File: src/rtl/clk_divider_multi_if.sv
// Config bus and per-channel outputs of clk_divider_multi.
// master drives enables/divisor writes; slave is the divider.
interface clk_divider_multi_if #(
  parameter int CHANNELS = 4,
  parameter int DIV_W = 16,
  localparam int SEL_W =
    (CHANNELS > 1) ? $clog2(CHANNELS) : 1
);
  logic [CHANNELS-1:0] ch_en;
  logic                cfg_wr;
  logic [SEL_W-1:0]    cfg_sel;
  logic [DIV_W-1:0]    cfg_div;
  logic [CHANNELS-1:0] cfg_pending;
  logic [CHANNELS-1:0] tick;
  logic [CHANNELS-1:0] clk_out;

  modport master (
    output ch_en,
    output cfg_wr,
    output cfg_sel,
    output cfg_div,
    input  cfg_pending,
    input  tick,
    input  clk_out
  );

  modport slave (
    input  ch_en,
    input  cfg_wr,
    input  cfg_sel,
    input  cfg_div,
    output cfg_pending,
    output tick,
    output clk_out
  );
endinterface

File: src/rtl/clk_divider_multi.sv
// Multi-channel clock divider: registered divided levels and ticks.
// Define CLKDIV_SYNC_EN to add the sync realign port.
module clk_divider_multi #(
  parameter int CHANNELS = 4,
  parameter int DIV_W = 16,
  parameter int DEFAULT_DIV = 2,
  localparam int SEL_W =
    (CHANNELS > 1) ? $clog2(CHANNELS) : 1
) (
  input logic clk_system,
  input logic reset,
`ifdef CLKDIV_SYNC_EN
  input logic sync,
`endif
  clk_divider_multi_if.slave bus
);

  logic sync_i;

`ifdef CLKDIV_SYNC_EN
  assign sync_i = sync;
`else
  assign sync_i = 1'b0;
`endif

  for (genvar g = 0; g < CHANNELS; g++) begin : g_ch
    logic [DIV_W-1:0] div;
    logic [DIV_W-1:0] shadow;
    logic [DIV_W-1:0] cnt;
    logic [DIV_W-1:0] d_eff;
    logic [DIV_W-1:0] d_m1;
    logic [DIV_W-1:0] half;
    logic             pend;
    logic             tick_q;
    logic             clk_q;
    logic             en;
    logic             wr_hit;
    logic             term;
    logic             realign;
    logic             apply;

    always_comb begin
      d_eff   = (div == '0) ? DIV_W'(1) : div;
      d_m1    = d_eff - DIV_W'(1);
      half    = d_eff >> 1;
      en      = bus.ch_en[g];
      wr_hit  = bus.cfg_wr &&
                (bus.cfg_sel == SEL_W'(g));
      term    = (cnt >= d_m1);
      realign = en && sync_i;
      // a write on the apply edge wins; apply waits
      apply   = pend && !wr_hit &&
                (!en || realign || term);
    end

    always_ff @(posedge clk_system or posedge reset) begin
      if (reset) begin
        div    <= DIV_W'(DEFAULT_DIV);
        shadow <= DIV_W'(DEFAULT_DIV);
        cnt    <= '0;
        pend   <= 1'b0;
        tick_q <= 1'b0;
        clk_q  <= 1'b0;
      end else begin
        if (wr_hit) begin
          shadow <= bus.cfg_div;
          pend   <= 1'b1;
        end else if (apply) begin
          div  <= shadow;
          pend <= 1'b0;
        end
        if (!en || realign) begin
          cnt    <= '0;
          tick_q <= 1'b0;
          clk_q  <= 1'b0;
        end else begin
          clk_q  <= (cnt < half);
          tick_q <= term;
          cnt    <= term ? '0 : cnt + DIV_W'(1);
        end
      end
    end

    assign bus.tick[g]        = tick_q;
    assign bus.clk_out[g]     = clk_q;
    assign bus.cfg_pending[g] = pend;
  end

endmodule

File: src/flat_wrapper.sv
// flat-port wrapper written by rule: the top's interface ports become plain ports
module clk_divider_multi_flat 
#(
  parameter int CHANNELS = 4,
  parameter int DIV_W = 16,
  parameter int DEFAULT_DIV = 2,
  localparam int SEL_W =
    (CHANNELS > 1) ? $clog2(CHANNELS) : 1
)
  (clk_system, reset, bus_ch_en, bus_cfg_wr, bus_cfg_sel, bus_cfg_div, bus_cfg_pending, bus_tick, bus_clk_out);
  clk_divider_multi_if #(.CHANNELS(CHANNELS), .DIV_W(DIV_W)) bus_i ();
  input logic clk_system;
  input logic reset;
  input wire logic [$bits(bus_i.ch_en)-1:0] bus_ch_en;
  input wire logic [$bits(bus_i.cfg_wr)-1:0] bus_cfg_wr;
  input wire logic [$bits(bus_i.cfg_sel)-1:0] bus_cfg_sel;
  input wire logic [$bits(bus_i.cfg_div)-1:0] bus_cfg_div;
  output wire logic [$bits(bus_i.cfg_pending)-1:0] bus_cfg_pending;
  output wire logic [$bits(bus_i.tick)-1:0] bus_tick;
  output wire logic [$bits(bus_i.clk_out)-1:0] bus_clk_out;
  assign bus_i.ch_en = bus_ch_en;
  assign bus_i.cfg_wr = bus_cfg_wr;
  assign bus_i.cfg_sel = bus_cfg_sel;
  assign bus_i.cfg_div = bus_cfg_div;
  assign bus_cfg_pending = bus_i.cfg_pending;
  assign bus_tick = bus_i.tick;
  assign bus_clk_out = bus_i.clk_out;
  clk_divider_multi #(.CHANNELS(CHANNELS), .DIV_W(DIV_W), .DEFAULT_DIV(DEFAULT_DIV)) u_core (.clk_system(clk_system), .reset(reset), .bus(bus_i));
endmodule
File: config.mk
export PLATFORM = sky130hd
export DESIGN_NAME = clk_divider_multi_flat
export DESIGN_NICKNAME = d
export VERILOG_FILES = /design/src/rtl/clk_divider_multi_if.sv /design/src/rtl/clk_divider_multi.sv /design/src/flat_wrapper.sv
export SDC_FILE = /design/constraint.sdc
export NUM_CORES = 1
export LEC_CHECK = 0
export ABC_AREA = 1
export CAP_MARGIN = 20
export CORE_ASPECT_RATIO = 0.8
export CORE_MARGIN = 2
export CORE_UTILIZATION = 57
export CTS_CLUSTER_DIAMETER = 60
export DETAILED_ROUTE_END_ITERATION = 8
export PLACE_DENSITY_LB_ADDON = 0.3
export SYNTH_ARGS = -nofsm -noshare
export SYNTH_HDL_FRONTEND = slang
export SYNTH_SLANG_ARGS = --single-unit
File: constraint.sdc
create_clock -name clk_system -period 6.1 [get_ports clk_system]
set_input_delay 0.61 -clock clk_system [delete_from_list [all_inputs] [get_ports clk_system]]
set_output_delay 0.61 -clock clk_system [all_outputs]
set_load 0.005 [all_outputs]
After elaboration in Yosys (flattened, before gate mapping)
Cells that the tools add are included.

Bits in latches: 0. Input port bits: 25. Memory bits (writable): 0. Output and inout port bits: 12. Memories kept: 0. Bits in read-only memories: 0. Bits in registers: 204. Logic and storage cells: 112.

Add/subtract/negate cells: 8. Reduce and logical (&&, ||, !) cells: 37. Shift operators: 0. Div/mod/pow operators: 0. Bitwise gates (word level): 4. Muxes and demuxes: 28. Equality and inequality tests: 3. Multipliers: 0. Magnitude comparators: 8.

Operators with widths (number): two-way mux 16 bit (12); adder 16 x 1 -> 16 bit, second input constant (4); >= comparator 16 bit (4); zero test 16 bit (4); less-than comparator 16 x 15 -> 1 bit (4); subtractor 16 x 1 -> 16 bit, second input constant (4); two-way mux 1 bit (16); logical AND 1 bit (12); zero test 1 bit (8); AND reduction 2 bit (4); nonzero test 2 bit (4); equality test 2 bit, second input constant (2); logical OR 1 bit (4); NOT 1 bit (4); equality test 2 x 1 -> 1 bit, second input constant (1); zero test 2 bit (1).

Depth between registers and ports, before layout
Gate-level depths: netlist of run 1.

Depth after elaboration: 8. Depth in mapped cells: 24. Mapped depth without buffers: 23.

Worst setup path before layout of run 1
No wires, ideal clock.

Kind: register -> register. Start: register u_core.g_ch[0].div[1]. End: register u_core.g_ch[0].div[2]. Data required time: 5983 ps. Stages on the path, launching flop included: 23. Clock period less this slack: 3004 ps. Arrival: 2887 ps. Library setup time: 117 ps. Setup slack: 3096 ps. Buffers on the path: 1. Cell sequence: dfstp_2 > inv_1 > nand3_1 > nor2_1 > a21oi_2 > ha_1 > nand2_1 > nor2_2 > nand2_1 > nor3_2 > xor2_1 > inv_1 > ha_1 > nand2_1 > inv_1 > nand3_1 > nor2_2 > nand3_2 > nand4_4 > nand2_4 > buf_6 > nand2_1 > nand2_1.

Longest elaborated chain between the ends: 7.

Ends and longest elaborated chain: start, declared (RTL line clk_divider_multi.sv:27) `logic [DIV_W-1:0] div;`; start signal, assigned (RTL line clk_divider_multi.sv:58) `div <= DIV_W'(DEFAULT_DIV);`; start signal, assigned (RTL line clk_divider_multi.sv:69) `div <= shadow;`; zero test 16 bit (RTL line clk_divider_multi.sv:43) `d_eff = (div == '0) ? DIV_W'(1) : div;`; two-way mux 16 bit * (RTL line clk_divider_multi.sv:43); subtractor 16 x 1 -> 16 bit * (RTL line clk_divider_multi.sv:44) `d_m1 = d_eff - DIV_W'(1);`; >= comparator 16 bit * (RTL line clk_divider_multi.sv:49) `term = (cnt >= d_m1);`; logical OR 1 bit * (RTL line clk_divider_multi.sv:53) `(!en || realign || term);`; logical AND 1 bit * (RTL line clk_divider_multi.sv:52) `apply = pend && !wr_hit &&`; AND reduction 2 bit (no source line) *.

Mark *: on every way between the ends. The rest lies on a longest branch, timed or not. A chain may end at the register's enable or synchronous reset.

Worst setup path in the final report of run 1
Start: register u_core.g_ch[3].div[1]. End: register u_core.g_ch[3].div[9].

Longest elaborated chain between the ends: 7.

Ends and longest elaborated chain (RTL line): start, declared (clk_divider_multi.sv:27); start signal, assigned (clk_divider_multi.sv:58); start signal, assigned (clk_divider_multi.sv:69); zero test 16 bit (clk_divider_multi.sv:43); two-way mux 16 bit * (clk_divider_multi.sv:43); subtractor 16 x 1 -> 16 bit * (clk_divider_multi.sv:44); >= comparator 16 bit * (clk_divider_multi.sv:49); logical OR 1 bit * (clk_divider_multi.sv:53); logical AND 1 bit * (clk_divider_multi.sv:52); AND reduction 2 bit (no source line) *.

Marked as above.

==> reports/summary.txt, run 1 <==
CP delay by family, top: simple AND/OR/NAND/NOR gates
# clock sinks: 204
CTS tree: done
most used cell along the critical path: nand2_1
Starting Density: 0.577
WP buf/inv: 4
Post-DP HPWL: 21200 um
CTS root buffer: clkbuf_16
Main synth FF type: dfrtp_1
post-synthesis sequential area ratio: 0.397
Final Cycle Share: 0.701
Unique masters post-synth: 39
GRT met3 Usage: 0.0312
Detailed Route WL: 28900 um
Worst EP required: 6.55 ns
yosys synthesis warning count: 0
layout cells sized above 1: 0.0617
Filler cells: 2026
TritonCTS buffer count: 22
drt first-iter violations: 890
# Post-CTS Setup Buffers: 0
CP max FO: 31
worst-skew pair later-pin latency: 0.52 ns
flops & latches, synth: 204
P&R area growth vs syn: 9.90%
fmax: 234 MHz
final worst slack: 1.82 ns
final number of max-transition violations: 0
WL/cell: 14.7 um
CP Capture Type: flip-flop
post-DR vias/cell: 5.33
Synth top area share: 0.381
Critical Path AT: 4.72 ns
Cell Area, Synth: 12900 um^2
critical path type: flip-flop to flip-flop
unrepaired setup endpoints after global routing: no
asr flop ratio synth: 1.00
endpoints failing setup: 0
Post-synth EDFFs: 0
final net count: 1791
initial antenna violation count: 0
post-CTS sizing: 0
cell taking the most area after synthesis: dfrtp_1
Placer Congestion: 0.954
peak supply drop: 0.287 mV
GRT Util Overall: 0.253
# diodes: 0
DR vias: 10443
pre-CTS WS: 1.87 ns
worst r2r path cells: 23
Synthesized Nets: 1774
io pins: 37
status: completed
Hold Crit Class: input port to asynchronous set/reset pin
H-tree depth: 1
GR Util met1: 0.388
final core occ: 0.634
Syn Inst Count: 1621
total congestion overflow: 0
first-pass GRT wire length: 49200 um
critical path startpoint category: flip-flop
Post-Syn Area per Cell: 7.94 um^2
worst clock skew: 0.0119 ns
largest buffer count on any clock path: 3
Worst path max stage delay: 0.72 ns
chip height: 138 um
Stages on worst setup path: 23
P per Cell Area: 329 nW/um^2
Worst slew margin: 0.331
drt pass-1 iters: 5
Die ar.: 23800 um^2
CP max-delay cell: nand4_2
GRT met2 Usage: 0.384
DRC viols: 0
Lkg Pwr: 7.15 nW
die width: 172 um
vias in the first global route: 10007
Worst-path clk slew: 0.07 ns
TNS Setup: 0 ns
min Tclk post-route: 4.28 ns
worst path cell trace: inv_1 -> nand3_1 -> nor2_1 -> nand2_1 -> nand2_1 -> inv_1 -> ha_1 -> nand2_1 -> nor2_1 -> nand3_1 -> o21ai_0 -> o21ai_1 -> inv_1 -> ha_1 -> nand2_1 -> inv_1 -> nand3_1 -> a21oi_1 -> nor2_1 -> nand4_2 -> nand2_4 -> nand2_1 -> nand2_1
number of port buffers: 36
largest net degree at the start of global routing: 185
CTS Hold Bufs: 0
Synth area leaders: dfrtp_1 (38%), ha_1 (12%), nand2_1 (12%)
global route hottest layer: met1
Tightest Pin Transition: 1.00 ns
endpoints failing hold: 0
max_cap viols: 0
FP Rows: 49
ANT nets after route: 0
core area: 22300 um^2
[final cells by class]
cell class	count	area [um^2]	share of cell area
multi-input cells	1162	6680	0.472
inverters	211	796	0.0563
clock buffers	28	624	0.0441
well taps	306	383	0.0271
clock inverters	11	165	0.0117
flip-flops and latches	204	5110	0.362
repair buffers	37	380	0.0269
[Yosys cell counts, types with 4 or more instances]
cell	count
ha_1	128
o21ai_0	82
nor4_1	5
inv_2	5
nor3_2	12
nand2_1	396
nand4_1	27
a21o_1	6
dfstp_2	8
buf_4	19
nor2_2	14
buf_6	5
o21ai_1	13
nor3_1	36
nand2_4	4
inv_1	206
buf_2	7
xnor2_1	14
a211oi_1	4
dfrtp_1	196
nand3_1	124
nor2_1	152
clkbuf_1	13
xor2_1	57
nand3_2	5
a21oi_1	57
[worst register-to-register path, stage by stage, from the launching register on]
cell and delay (ns):
dfstp_2 0.57, inv_1 0.08, nand3_1 0.11, nor2_1 0.05
nand2_1 0.13, nand2_1 0.09, inv_1 0.12, ha_1 0.21
nand2_1 0.14, nor2_1 0.22, nand3_1 0.17, o21ai_0 0.18
o21ai_1 0.09, inv_1 0.06, ha_1 0.22, nand2_1 0.07
inv_1 0.04, nand3_1 0.07, a21oi_1 0.05, nor2_1 0.15
nand4_2 0.72, nand2_4 0.50, nand2_1 0.11, nand2_1 0.08
[placed cells by master (no fill, tap or decap), types with 4 or more instances in the layout]
| cell type | count |
|---|---|
| dfstp_2 | 8 |
| nand2_4 | 4 |
| o21ai_0 | 82 |
| bufinv_16 | 4 |
| a21oi_1 | 57 |
| o21ai_1 | 13 |
| clkinv_2 | 4 |
| nand2_1 | 396 |
| a211oi_1 | 4 |
| clkbuf_16 | 23 |
| nand3_2 | 5 |
| xnor2_1 | 14 |
| dfrtp_1 | 196 |
| nor3_1 | 36 |
| a21o_1 | 6 |
| nand4_1 | 27 |
| nor4_1 | 5 |
| nor3_2 | 12 |
| nand3_1 | 124 |
| inv_2 | 5 |
| ha_1 | 128 |
| nor2_1 | 152 |
| xor2_1 | 57 |
| nor2_2 | 14 |
| inv_1 | 205 |
| clkdlybuf4s50_1 | 36 |
[logic make-up (layout without fill, tap and decap cells)]
logic type | count (synthesis) | in the layout | synth area share
compound gates | 173 | 173 | 0.0720
simple gates | 790 | 790 | 0.274
buf+inv | 255 | 287 | 0.0835
xor+xnor | 71 | 71 | 0.0483
fa+ha+maj | 128 | 128 | 0.124
flops | 204 | 204 | 0.397
[registers in the layout (all words and copies together) (netlist names)]
signal	count
u_core.g_ch.clk_q	4
u_core.g_ch.cnt	64
u_core.g_ch.div	64
u_core.g_ch.pend	4
u_core.g_ch.shadow	64
u_core.g_ch.tick_q	4
[worst paths after layout]
| check | end | startpoint | slack, ns |
|---|---|---|---|
| min in group clk_system | u_core.g_ch[1].div[1] | u_core.g_ch[1].div[1] | 0.48 |
| hold / removal | u_core.g_ch[3].tick_q | reset | 0.47 |
| setup / recovery | u_core.g_ch[3].div[9] | u_core.g_ch[3].div[1] | 1.82 |
| setup reg to reg | u_core.g_ch[3].div[9] | u_core.g_ch[3].div[1] | 1.82 |
| max in group asynchronous | u_core.g_ch[1].cnt[10] | reset | 4.30 |
| hold reg to reg | u_core.g_ch[1].div[1] | u_core.g_ch[1].div[1] | 0.48 |
[where the power goes]
group	total [mW]	leakage [nW]	switching (mW)	internal, mW
logic	1.44	4.11	0.903	0.532
clock network	1.46	0.388	0.564	0.893
registers	1.76	2.65	0.203	1.56
[stage by stage]
stage               cells  hold slack [ns]  instance area (um^2)  power (mW)
floorplan            1621            0.442                 12900        2.85
CTS                  1959            0.479                 14100        4.68
detailed placement   1920            0.463                 13400        3.21
global route         1959            0.503                 14100        5.01
global placement     1920            0.455                 13400        3.15
finish               1959            0.474                 14100        4.66
[layer usage]
| layer | vias to the layer above | share of wire |
|---|---|---|
| li1 | 5281 | - |
| met1 | 4910 | 0.50 |
| met2 | 213 | 0.44 |
| met3 | 39 | 0.043 |
| met4 | 0 | 0.020 |
| met5 | - | 0 |
(Power assumes the default switching activity.)
==> run 2, diff against run 1 <==
clock period = 3.9 ns   (was 6.1 ns; I/O delays follow)
==> run 2 against run 1 <==
- sequential share of layout area hardly changed
- count of clock-buffer cells in the layout is 3 higher
- die area stayed put
- cell area is 0.12% higher
- first-iteration DRC count is 7.5% lower
- wire length is 0.77% lower
- core utilization is 0.079 points higher
==> reports/summary.txt, run 2 (synthesized netlist as in run 1, its figures left out) <==
critical path capture point: u_core.g_ch[1].div[15] (was u_core.g_ch[3].div[9])
Non-Filler Instances: 1971 (was 1959)
layout cells sized above 1: 0.0667 (was 0.0617)
Detailed Route WL: 28700 um (was 28900 um)
most frequent cells in the layout: nand2_1 (396), inv_1 (205), dfrtp_1 (196), nor2_1 (150), ha_1 (128) (was nand2_1 (396), inv_1 (205), dfrtp_1 (196), nor2_1 (152), ha_1 (128))
endpoints failing setup: 0 (unchanged)
Worst EP required: 4.31 ns (was 6.55 ns)
core area: 22300 um^2 (unchanged)
worst hold margin: 0.283 ns (was 0.474 ns)
Post-DP HPWL: 21600 um (was 21200 um)
CTS tree: done (unchanged)
post-DR vias/cell: 5.31 (was 5.33)
io pins: 37 (unchanged)
DRC viols: 0 (unchanged)
Placer Congestion: 0.867 (was 0.954)
most common cell after layout, fill and taps aside: nand2_1 (unchanged)
first-pass GRT wire length: 49000 um (was 49200 um)
initial antenna violation count: 0 (unchanged)
endpoints failing hold: 0 (unchanged)
placed insts: 1929 (was 1920)
P&R area growth vs syn: 10.0% (was 9.90%)
drt pass-1 iters: 6 (was 5)
CTS root buffer: clkbuf_16 (unchanged)
Worst slew margin: 0.351 (was 0.331)
critical path type: flip-flop to flip-flop (unchanged)
final net count: 1803 (was 1791)
status: completed (unchanged)
H-tree depth: 1 (unchanged)
CP Capture Type: flip-flop (unchanged)
DR vias: 10464 (was 10443)
Lkg Pwr: 7.15 nW (about the same)
WL/cell: 14.5 um (was 14.7 um)
drt first-iter violations: 823 (was 890)
# clock sinks: 204 (unchanged)
TritonCTS buffer count: 22 (unchanged)
P per Cell Area: 497 nW/um^2 (was 329 nW/um^2)
worst clock skew: 0.0105 ns (was 0.0119 ns)
max_cap viols: 0 (unchanged)
number of port buffers: 36 (unchanged)
Hold Crit Class: input port to asynchronous set/reset pin (unchanged)
r2r setup slk: 0.31 ns (was 1.82 ns)
GRT Util Overall: 0.250 (was 0.253)
peak supply drop: 0.449 mV (was 0.287 mV)
Die ar.: 23800 um^2 (unchanged)
final number of max-transition violations: 0 (unchanged)
FF-to-FF Start: u_core.g_ch[1].div[12] (was u_core.g_ch[3].div[1])
unrepaired setup endpoints after global routing: no (unchanged)
worst-skew pair later-pin latency: 0.52 ns (about the same)
Final Cycle Share: 0.921 (was 0.701)
chip height: 138 um (unchanged)
largest net degree at the start of global routing: 88 (was 185)
largest buffer count on any clock path: 3 (unchanged)
worst r2r path cells: 21 (was 23)
TNS Setup: 0 ns (unchanged)
Tightest Pin Transition: 0.970 ns (was 1.00 ns)
Worst-path clk slew: 0.06 ns (was 0.07 ns)
critical path startpoint category: flip-flop (unchanged)
biggest regs: u_core.g_ch.cnt (64), u_core.g_ch.div (64), u_core.g_ch.shadow (64) (unchanged)
CP max FO: 16 (was 31)
fmax: 278 MHz (was 234 MHz)
min Tclk post-route: 3.59 ns (was 4.28 ns)
R2R Path End: u_core.g_ch[1].div[15] (was u_core.g_ch[3].div[9])
vias in the first global route: 10211 (was 10007)
die width: 172 um (unchanged)
Critical Path AT: 4.00 ns (was 4.72 ns)
# diodes: 0 (unchanged)
Setup crit start: u_core.g_ch[1].div[12] (was u_core.g_ch[3].div[1])
FP Rows: 49 (unchanged)
Starting Density: 0.577 (unchanged)
total congestion overflow: 0 (unchanged)
ANT nets after route: 0 (unchanged)
-- run 2: cell count changes in the layout (fill, tap and decap cells not counted), sizes merged --
cell      change
buf          +12
bufinv        -3
clkbuf        +3
clkinv        -3
clkinvlp      +3
-- run 2: critical path, cell delays in order, from the launching register on --
cell and delay, ns:
dfrtp_1 0.42, inv_1 0.13, nand2_1 0.06, nor3_1 0.32
nand3_1 0.17, nand2_1 0.10, inv_1 0.06, ha_1 0.20
nand3_1 0.15, inv_1 0.07, nand2_1 0.15, nor3_1 0.07
xor2_1 0.13, inv_1 0.06, ha_1 0.28, nand4_1 0.13
nor2_1 0.16, nand3_1 0.16, nand4_4 0.28, nand2_4 0.19
nand2_1 0.14, nand2_1 0.06
-- run 2: cell type report --
| cell class | count | area [um^2] |
|---|---|---|
| fillers | 1986 | 8150 |
| multi-input cells | 1162 | 6700 |
| flip-flops and latches | 204 | 5110 |
| inverters | 211 | 796 |
| clock buffers | 31 | 604 |
| repair buffers | 49 | 483 |
| well taps | 306 | 383 |
| clock inverters | 8 | 86.3 |
-- run 2: what timing repair did --
| action | in CTS | in global routing |
|---|---|---|
| gates resized for setup | 0 | 3 |
| endpoints found under the hold margin | 0 | 0 |
| setup endpoints to repair | 0 | 51 |
| setup buffers | 0 | 3 |
| hold buffers | 0 | 0 |
-- run 2: routing by layer --
metal | vias up | wire (um) | global-route usage
met5 | - | 0 | 0
met4 | 0 | 546 | 0.0540
met3 | 36 | 1280 | 0.0326
met2 | 216 | 12700 | 0.385
met1 | 4901 | 14100 | 0.378
li1 | 5311 | - | -
-- run 2: worst min path at each step --
stage                          start                     to  slack [ns]  cells past startpoint
3_3_place_gp   u_core.g_ch[1].div[1]  u_core.g_ch[1].div[1]        0.46                      2
4_1_cts                        reset  u_core.g_ch[3].cnt[9]        0.29                      2
3_5_place_dp   u_core.g_ch[1].div[1]  u_core.g_ch[1].div[1]        0.47                      2
5_1_grt                        reset  u_core.g_ch[3].cnt[9]        0.33                      2
2_1_floorplan  u_core.g_ch[1].div[0]  u_core.g_ch[1].div[0]        0.44                      2
6_report                       reset  u_core.g_ch[3].tick_q        0.28                      2
-- run 2: report_power, final --
group	switching [mW]	internal (mW)
logic	1.43	0.843
registers	0.314	2.44
clock network	0.858	1.15
total	2.60	4.44
-- run 2: through the flow --
stage	setup slack (ns)	power [mW]	utilization	cell area, um^2
finish	0.307	7.03	0.635	14200
global route	0.00620	7.59	0.635	14200
CTS	0.262	7.06	0.632	14100
global placement	0.407	4.92	0.601	13400
detailed placement	0.249	5.03	0.601	13400
floorplan	0.872	4.45	-	12900
==> run 3, diff against run 2 <==
clock period = 3.2 ns   (was 3.9 ns; I/O delays follow)
==> run 3 against run 2 <==
- the run now ends with setup timing left
- first-iteration DRC count down 7.3%
- wire length up 9.6%
- via count up 6.7%
- hold slack better by 0.032 ns
- critical path depth unchanged
- sequential power up 20%
- count of clock-buffer cells in the layout up 1
- sequential share of layout area down 3.3 points
- sequential cell count unchanged
- clock skew up 0.016 ns
- cell count up 4.5%
==> reports/summary.txt, run 3 (synthesized netlist as in run 1, its figures left out) <==
status: finished with violations (was completed)
failing checks: setup timing
endpoints failing setup: 17 (was 0)
Post-DP HPWL: 22200 um (was 21600 um)
TritonCTS buffer count: 22 (unchanged)
endpoints failing hold: 0 (unchanged)
DRC viols: 0 (unchanged)
P per Cell Area: 616 nW/um^2 (was 497 nW/um^2)
Worst EP required: 3.60 ns (was 4.31 ns)
initial antenna violation count: 0 (unchanged)
max_cap viols: 0 (unchanged)
Critical Path AT: 3.64 ns (was 4.00 ns)
Final Cycle Share: 1.01 (was 0.921)
worst clock skew: 0.0267 ns (was 0.0105 ns)
biggest regs: u_core.g_ch.cnt (64), u_core.g_ch.div (64), u_core.g_ch.shadow (64) (unchanged)
unrepaired setup endpoints after global routing: yes (was no)
die width: 172 um (unchanged)
DR vias: 11162 (was 10464)
first-pass GRT wire length: 50000 um (was 49000 um)
Lkg Pwr: 7.73 nW (was 7.15 nW)
Die ar.: 23800 um^2 (unchanged)
final core occ: 0.699 (was 0.635)
io pins: 37 (unchanged)
GRT Util Overall: 0.255 (was 0.250)
total congestion overflow: 0 (unchanged)
CTS tree: done (unchanged)
ANT nets after route: 0 (unchanged)
fmax: 308 MHz (was 278 MHz)
# diodes: 0 (unchanged)
Hold Crit Class: input port to asynchronous set/reset pin (unchanged)
core area: 22300 um^2 (unchanged)
Detailed Route WL: 31400 um (was 28700 um)
Worst slew margin: 0.264 (was 0.351)
vias in the first global route: 10439 (was 10211)
CTS root buffer: clkbuf_16 (unchanged)
peak supply drop: 0.492 mV (was 0.449 mV)
largest net degree at the start of global routing: 167 (was 88)
chip height: 138 um (unchanged)
critical path startpoint category: flip-flop (unchanged)
H-tree depth: 1 (unchanged)
post-DR vias/cell: 5.42 (was 5.31)
placed insts: 1978 (was 1929)
final number of max-transition violations: 0 (unchanged)
Placer Congestion: 0.937 (was 0.867)
worst-skew pair later-pin latency: 0.53 ns (was 0.52 ns)
critical path type: flip-flop to flip-flop (unchanged)
largest buffer count on any clock path: 3 (unchanged)
drt pass-1 iters: 5 (was 6)
Non-Filler Instances: 2059 (was 1971)
final net count: 1890 (was 1803)
CP Capture Type: flip-flop (unchanged)
most frequent cells in the layout: nand2_1 (365), dfrtp_1 (194), inv_1 (193), nor2_1 (128), ha_1 (123) (was nand2_1 (396), inv_1 (205), dfrtp_1 (196), nor2_1 (150), ha_1 (128))
number of port buffers: 36 (unchanged)
# clock sinks: 204 (unchanged)
layout cells sized above 1: 0.175 (was 0.0667)
CP max FO: 7 (was 16)
most common cell after layout, fill and taps aside: nand2_1 (unchanged)
P&R area growth vs syn: 21.2% (was 10.0%)
WL/cell: 15.3 um (was 14.5 um)
drt first-iter violations: 763 (was 823)
final worst slack: -0.0475 ns (was 0.307 ns)
min Tclk post-route: 3.25 ns (was 3.59 ns)
Worst-path clk slew: 0.06 ns (about the same)
CTS Hold Bufs: 0 (unchanged)
FP Rows: 49 (unchanged)
Tightest Pin Transition: 1.10 ns (was 0.970 ns)
Starting Density: 0.577 (unchanged)
## run 3: timing repair
action                                  CTS  global route
endpoints found under the setup margin   60           134
cloned                                    0             8
pin swaps                                 2            65
buffers inserted                          0            33
gates resized for setup                  13           145
## run 3: per-stage QoR
step / setup TNS, ns / power [mW] / setup WS, ns / hold slack, ns / instance area (um^2)
after global placement: 0 / 6.29 / 0.0311 / 0.460 / 13800
after floorplan: 0 / 5.43 / 0.196 / 0.424 / 12900
after global routing: -11.29 / 10.3 / -0.228 / 0.375 / 15600
after CTS: 0 / 9.02 / 0.00159 / 0.338 / 14600
final: -0.503 / 9.61 / -0.0475 / 0.315 / 15600
after detailed placement: -1.79 / 6.41 / -0.0882 / 0.460 / 13800
## run 3: per-layer routing
layer  part of all wire  vias up  global-route usage
met2               0.46      301               0.385
met5                  0        -                   0
met3              0.055       53              0.0381
met1               0.47     5307               0.384
li1                   -     5501                   -
met4              0.024        0              0.0694
## run 3: layout make-up
| cell class | instances | area, um^2 |
|---|---|---|
| clock buffer | 32 | 638 |
| clock inverter | 8 | 87.6 |
| fill | 1761 | 6710 |
| inverter | 211 | 803 |
| multi-input combinational | 1163 | 7240 |
| sequential | 204 | 5120 |
| tap | 306 | 383 |
| timing repair buffer | 135 | 1340 |
## run 3: final timing paths
path / end / from / depth (start not counted) / slack, ns
max in group asynchronous: u_core.g_ch[1].div[3] / reset / 3 / 2.13
setup / recovery: u_core.g_ch[0].div[3] / u_core.g_ch[0].div[1] / 21 / -0.05
hold / removal: u_core.g_ch[3].clk_q / reset / 3 / 0.31
setup reg to reg: u_core.g_ch[0].div[3] / u_core.g_ch[0].div[1] / 21 / -0.05
min in group clk_system: u_core.g_ch[1].tick_q / bus_ch_en[1] / 3 / 0.46
hold reg to reg: u_core.g_ch[2].div[3] / u_core.g_ch[2].div[3] / 2 / 0.48
## run 3: power breakdown
| group | switching [mW] | internal [mW] | total (mW) |
|---|---|---|---|
| registers | 0.327 | 2.98 | 3.30 |
| clock network | 1.06 | 1.48 | 2.54 |
| logic | 2.22 | 1.55 | 3.77 |
| total | 3.61 | 6.00 | 9.61 |
## run 3: critical path: stages, from the launching register on
cell and delay [ns]:
dfstp_2 0.55, inv_2 0.05, nand3_2 0.08, nor2_2 0.05
a21oi_2 0.16, ha_2 0.22, nand2_2 0.08, nor2_4 0.12
nand2_2 0.07, nor3_2 0.19, xor2_1 0.15, inv_1 0.05
ha_1 0.26, nand2_1 0.08, inv_1 0.05, nand3_2 0.08
a21oi_2 0.04, nor2_2 0.17, nand4_4 0.28, clkbuf_16 0.27
nand3_2 0.05, nand2_1 0.06
